## src/rtl/bram_pkg.sv

```systemverilog
// bram_pkg: FSM state, BRAM read latency, FIFO depth and address step shared by the burst reader (BRAM_READ_LAT2_EN selects 2-cycle latency / depth 3)
package bram_pkg;
    typedef enum logic [1:0] {IDLE, READ, DRAIN, DONE} state_t;
`ifdef BRAM_READ_LAT2_EN
    localparam int RD_LAT = 2;
    localparam int FIFO_DEPTH = 3;
`else
    localparam int RD_LAT = 1;
    localparam int FIFO_DEPTH = 2;
`endif
    localparam int ADDR_STEP = 4;
    localparam int CNT_W = $clog2(FIFO_DEPTH + 1);
endpackage

```

## src/rtl/bram_rd_fifo.sv

```systemverilog
// bram_rd_fifo: small circular buffer for BRAM read data with full/empty flags and occupancy count
module bram_rd_fifo #(
    parameter int DEPTH = 2,
    parameter int W = 32
) (
    input  logic                         clk,
    input  logic                         rst,
    input  logic                         push,
    input  logic                         pop,
    input  logic [W-1:0]                 din,
    output logic [W-1:0]                 dout,
    output logic                         full,
    output logic                         empty,
    output logic [$clog2(DEPTH+1)-1:0]   count
);
    localparam int CW = $clog2(DEPTH + 1);
    localparam int PW = DEPTH > 1 ? $clog2(DEPTH) : 1;
    logic [W-1:0]  mem_q [DEPTH];
    logic [PW-1:0] rd_q, rd_d, wr_q, wr_d;
    logic [CW-1:0] cnt_q, cnt_d;
    logic          do_push, do_pop;
    assign empty = cnt_q == '0;
    assign full  = cnt_q == CW'(DEPTH);
    assign count = cnt_q;
    assign dout  = mem_q[rd_q];
    // pointer and occupancy update; a push into a full buffer is taken only together with a pop
    always_comb begin
        do_pop  = pop && !empty;
        do_push = push && (!full || do_pop);
        rd_d    = do_pop ? (rd_q == PW'(DEPTH - 1) ? '0 : rd_q + PW'(1)) : rd_q;
        wr_d    = do_push ? (wr_q == PW'(DEPTH - 1) ? '0 : wr_q + PW'(1)) : wr_q;
        cnt_d   = cnt_q + CW'(do_push) - CW'(do_pop);
    end
    // storage and pointers; reset clears the contents so the head reads zero
    always_ff @(posedge clk) begin
        if (rst) begin
            for (int i = 0; i < DEPTH; i++) mem_q[i] <= '0;
            rd_q  <= '0;
            wr_q  <= '0;
            cnt_q <= '0;
        end else begin
            if (do_push) mem_q[wr_q] <= din;
            rd_q  <= rd_d;
            wr_q  <= wr_d;
            cnt_q <= cnt_d;
        end
    end
endmodule

```

## src/rtl/bram_burst_reader.sv

```systemverilog
// bram_burst_reader: reads len consecutive words from BRAM at base_addr and streams them out in order (BRAM_READ_LAT2_EN: 2-cycle BRAM latency, 3-deep buffer)
module bram_burst_reader #(
    parameter int BRAM_ADDR_BIT = 32,
    parameter int BRAM_WIDTH = 32
) (
    input  logic                     clk,
    input  logic                     rst,
    input  logic                     start,
    input  logic [BRAM_ADDR_BIT-1:0] base_addr,
    input  logic [15:0]              len,
    output logic                     busy,
    output logic                     done,
    output logic                     BRAM_clk,
    output logic [BRAM_ADDR_BIT-1:0] BRAM_addr,
    output logic [BRAM_WIDTH-1:0]    BRAM_din,
    output logic                     BRAM_en,
    output logic                     BRAM_rst,
    output logic [3:0]               BRAM_wen,
    input  logic [BRAM_WIDTH-1:0]    BRAM_dout,
    output logic [BRAM_WIDTH-1:0]    m_data,
    output logic                     m_valid,
    input  logic                     m_ready
);
    import bram_pkg::*;
    localparam logic [BRAM_ADDR_BIT-1:0] STEP = BRAM_ADDR_BIT'(ADDR_STEP);
    state_t                   state_q, state_d;
    logic [BRAM_ADDR_BIT-1:0] addr_q, addr_d, addr_c;
    logic [15:0]              rem_q, rem_d;
    logic [RD_LAT-1:0]        pipe_q;
    logic                     done_q, issue, space, pop, fifo_full, fifo_empty;
    logic [CNT_W-1:0]         fifo_cnt;
    logic [3:0]               occ;
    assign BRAM_clk  = clk;
    assign BRAM_din  = '0;
    assign BRAM_rst  = 1'b0;
    assign BRAM_wen  = 4'b0000;
    assign BRAM_en   = issue;
    assign BRAM_addr = addr_c;
    assign busy      = state_q != IDLE;
    assign done      = done_q;
    assign m_valid   = !fifo_empty;
    assign pop       = m_valid && m_ready;
    // next state and read issue; the first read goes out in the start cycle, later ones only while buffer room remains after this cycle's pop
    always_comb begin
        occ = 4'(fifo_cnt) - 4'(pop);
        for (int i = 0; i < RD_LAT; i++) occ = occ + 4'(pipe_q[i]);
        space   = occ < 4'(FIFO_DEPTH) && (!fifo_full || pop);
        state_d = state_q;
        addr_d  = addr_q;
        rem_d   = rem_q;
        addr_c  = addr_q;
        issue   = 1'b0;
        case (state_q)
            IDLE: if (start) begin
                addr_c  = base_addr;
                issue   = len != '0;
                addr_d  = base_addr + STEP;
                rem_d   = len - 16'd1;
                state_d = issue ? READ : DONE;
            end
            READ: begin
                issue = space && rem_q != '0;
                if (issue) begin
                    addr_d = addr_q + STEP;
                    rem_d  = rem_q - 16'd1;
                end
                if (rem_d == '0) state_d = DRAIN;
            end
            DRAIN: if (pipe_q == '0 && fifo_empty) state_d = DONE;
            DONE: state_d = IDLE;
            default: state_d = IDLE;
        endcase
        if (rst) begin
            issue  = 1'b0;
            addr_c = '0;
        end
    end
    // state, address counter, in-flight read tracking and the registered done pulse
    always_ff @(posedge clk) begin
        if (rst) begin
            state_q <= IDLE;
            addr_q  <= '0;
            rem_q   <= '0;
            pipe_q  <= '0;
            done_q  <= 1'b0;
        end else begin
            state_q <= state_d;
            addr_q  <= addr_d;
            rem_q   <= rem_d;
            pipe_q  <= RD_LAT'({pipe_q, issue});
            done_q  <= state_q == DONE;
        end
    end
    bram_rd_fifo #(.DEPTH(FIFO_DEPTH), .W(BRAM_WIDTH)) u_fifo (
        .clk   (clk),
        .rst   (rst),
        .push  (pipe_q[RD_LAT-1]),
        .pop   (pop),
        .din   (BRAM_dout),
        .dout  (m_data),
        .full  (fifo_full),
        .empty (fifo_empty),
        .count (fifo_cnt)
    );
endmodule

```

## config.mk

```make
export PLATFORM = sky130hd
export DESIGN_NAME = bram_burst_reader
export DESIGN_NICKNAME = d
export VERILOG_FILES = /design/src/rtl/bram_pkg.sv /design/src/rtl/bram_rd_fifo.sv /design/src/rtl/bram_burst_reader.sv
export SDC_FILE = /design/constraint.sdc
export NUM_CORES = 1
export LEC_CHECK = 0
export ABC_AREA = 1
export BUFFER_PORTS_ARGS = -buffer_cell sky130_fd_sc_hd__buf_4
export CAP_MARGIN = 5
export CORE_ASPECT_RATIO = 1.2
export CORE_UTILIZATION = 45
export DETAILED_ROUTE_END_ITERATION = 7
export GPL_TIMING_DRIVEN = 0
export PLACE_DENSITY = 0.82
export SLEW_MARGIN = 20
export SYNTH_ARGS = -nofsm -noshare
export SYNTH_HDL_FRONTEND = slang
export SYNTH_HIERARCHICAL = 1
export SYNTH_SLANG_ARGS = --single-unit
```

## constraint.sdc

```tcl
create_clock -name clk -period 2.9 [get_ports clk]
set_clock_uncertainty 0.1 [all_clocks]
set_input_delay 0.58 -clock clk [delete_from_list [all_inputs] [get_ports clk]]
set_output_delay 0.58 -clock clk [all_outputs]
set_load 0.05 [all_outputs]
```

==> reports/qor.txt <==
endpoints failing setup -> 3
Place WS -> -0.372 ns
Worst slew margin -> 46.7%
Ys Warns -> 6
final period utilization -> 117%
largest net degree at the start of global routing -> 33
total chip power -> 11.8 mW
GRT Total Usage -> 24.4%
Reg clk slew, reported paths -> 0.06 ns
crit end category -> output port
Max Cap Violations -> 0
Arr. time, crit path -> 2.70 ns
DP HPWL -> 16.1 mm
most common cell after layout, fill and taps aside -> buf_4
number of synthesized flops with an enable pin -> 64
unrepaired setup endpoints after global routing -> true
Post-Route WL -> 21.7 mm
fraction of registers with async set/reset -> 0%
Post-Syn Instances -> 1039
die area -> 0.0181 sq mm
synth unique cells -> 49
DR vias -> 7616
Most used DFF post-synth -> edfxtp_1
placed inst area -> 0.00947 sq mm
post-synthesis sequential area ratio -> 38.9%
failing checks -> negative setup slack
vias in the first global route -> 7292
most frequent cells in the layout -> 206 x buf_4, 168 x nand2_1, 160 x nor2_1, 106 x inv_1, 79 x o21ai_0
Final Hold Violating Endpoints -> 0
initial antenna violation count -> 0
Port Buffers -> 152
register area -> 0.00308 sq mm
Initial DRC Count -> 554
die height -> 147 um
number of synthesized register bits -> 121
Initial Util -> 46.4%
Post-Syn Area -> 0.00788 sq mm
# DRC -> 0
layout cell share with drive strength beyond 1 -> 30.0%
CTS Hold Bufs -> 0
Nets -> 1360
status -> finished, violations left
CP Launch Type -> flop
worst-margin pin slew -> 0.796 ns
Period minus WS final -> 3.38 ns
f_max -> 295 MHz
Post-DRT Antenna Nets -> 0
GR Overflow Total -> 0
Syn-to-layout area delta -> 33.3%
CP Class -> flop to output port
fillcell total -> 1470
Syn Area/Cell -> 7.59 sq um
CP required -> 2.22 ns
first-pass GRT wire length -> 34.5 mm
PwrDens -> 1120 mW/mm^2
area of the multi-input gates -> 0.00414 sq mm
Leakage -> 4.85 nW
TritonCTS clock tree -> yes
core box area -> 0.0170 sq mm
I/O pins -> 190
Placer Congestion -> 0.914
chip width -> 123 um
# rows -> 52
Routed WL per cell -> 14.6 um
Worst Hold Class -> primary input to flop
Max VDD drop -> 0.612 mV
Max Slew Vio Count -> 0
Final Worst Setup Slack -> -0.485 ns
post-DR vias/cell -> 5.10
DRT Pass-1 Iters -> 5
worst skew pair latency -> 0.54 ns
Ant. Diodes -> 0
Design Area, Final -> 0.0105 sq mm
Worst Path Max Fanout -> 3
[Yosys cell counts (9+ instances only)]
cell type / number / area share [%]
nand2_1: 178 / 8.5
dfxtp_1: 57 / 14
xor2_1: 24 / 2.7
buf_6: 11 / 1.6
inv_1: 108 / 5.1
edfxtp_1: 64 / 24
ha_1: 11 / 1.7
o21ai_0: 82 / 5.2
buf_4: 41 / 3.9
xnor2_1: 11 / 1.2
a21oi_1: 73 / 4.6
nor2_1: 172 / 8.2
nand3_1: 30 / 1.9
mux2_2: 30 / 4.3
nor2_2: 9 / 0.71
clkbuf_1: 23 / 1.1
o21ai_1: 16 / 1.0
nand3b_1: 9 / 0.86
[flip-flops by register name, indices dropped and copies added (netlist names), named ones only]
register and count:
state_q 2, u_fifo/mem_q 64, rem_q 16, u_fifo/wr_q 1, done 1, u_fifo/rd_q 1
addr_q 32, pipe_q 1, u_fifo/count 2
[cell type report]
type,instances,area share (%)
Buffer,83,6.26
Clock buffer,21,4.84
Clock inverter,15,1.33
Inverter,116,4.24
Multi-Input combinational cell,756,39.4
Sequential cell,121,29.3
Tap cell,216,2.57
Timing Repair Buffer,166,12.1
[critical path: stages (launching register included)]
cell	delay, ns
dfxtp_4	0.36
nor2_4	0.15
inv_6	0.04
nand3b_1	0.12
inv_1	0.06
ha_1	0.27
inv_1	0.04
ha_1	0.27
a21o_1	0.19
a21oi_4	0.16
nand2_4	0.07
inv_4	0.06
nand2_4	0.05
a21oi_4	0.16
buf_6	0.18
[where the power goes]
| part | total [mW] | internal [mW] | switching, mW |
|---|---|---|---|
| Clock | 2.34 | 1.40 | 0.943 |
| Combinational | 6.80 | 2.40 | 4.40 |
| Sequential | 2.63 | 2.31 | 0.318 |
[cell families (layout without fill, tap and decap cells)]
kind of cell	Yosys count	after routing	share of synthesized area, %
flops	121	121	38.9
mux	32	32	4.57
simple gates	443	444	24.8
xor+xnor	35	35	3.89
compound gates	197	197	13.5
other cells	1	37	0.0476
buf+inv	199	401	12.6
fa+ha+maj	11	11	1.75
[metrics by stage]
stage	util, %	TNS, ns	std cells	hold slack (ns)
6_report	61.9	-0.759	1494	0.126
5_1_grt	61.9	-1.55	1494	0.115
4_1_cts	60.5	-0.767	1485	0.115
3_5_place_dp	55.7	-9.58	1443	0.355
3_3_place_gp	55.7	-8.40	1443	0.350
2_1_floorplan	-	-0.0476	1075	0.330
[routing by layer]
metal | share of wire, % | GRT usage [%] | vias to the layer above
li1 | - | - | 3780
met1 | 41 | 28.6 | 3444
met2 | 49 | 42.1 | 343
met3 | 6.9 | 5.75 | 49
met4 | 2.7 | 10.0 | 0
met5 | 0 | 0 | -
[timing repair]
action	CTS	global route
cloned	1	1
resized for setup	31	64
endpoints found under the setup margin	65	54
pin swaps	7	15
setup buffers	6	9
[worst paths after layout]
path | start | endpoint | slack (ns) | depth (start not counted)
setup / recovery | u_fifo/count[0]$_SDFF_PP0_ | BRAM_en | -0.48 | 14
hold reg to reg | addr_q[1]$_SDFFE_PP0P_ | addr_q[1]$_SDFFE_PP0P_ | 0.36 | 2
setup reg to reg | u_fifo/count[0]$_SDFF_PP0_ | state_q[1]$_SDFFE_PP0P_ | -0.16 | 23
hold / removal | rst | u_fifo/count[0]$_SDFF_PP0_ | 0.13 | 2
(Power assumes the default switching activity.)
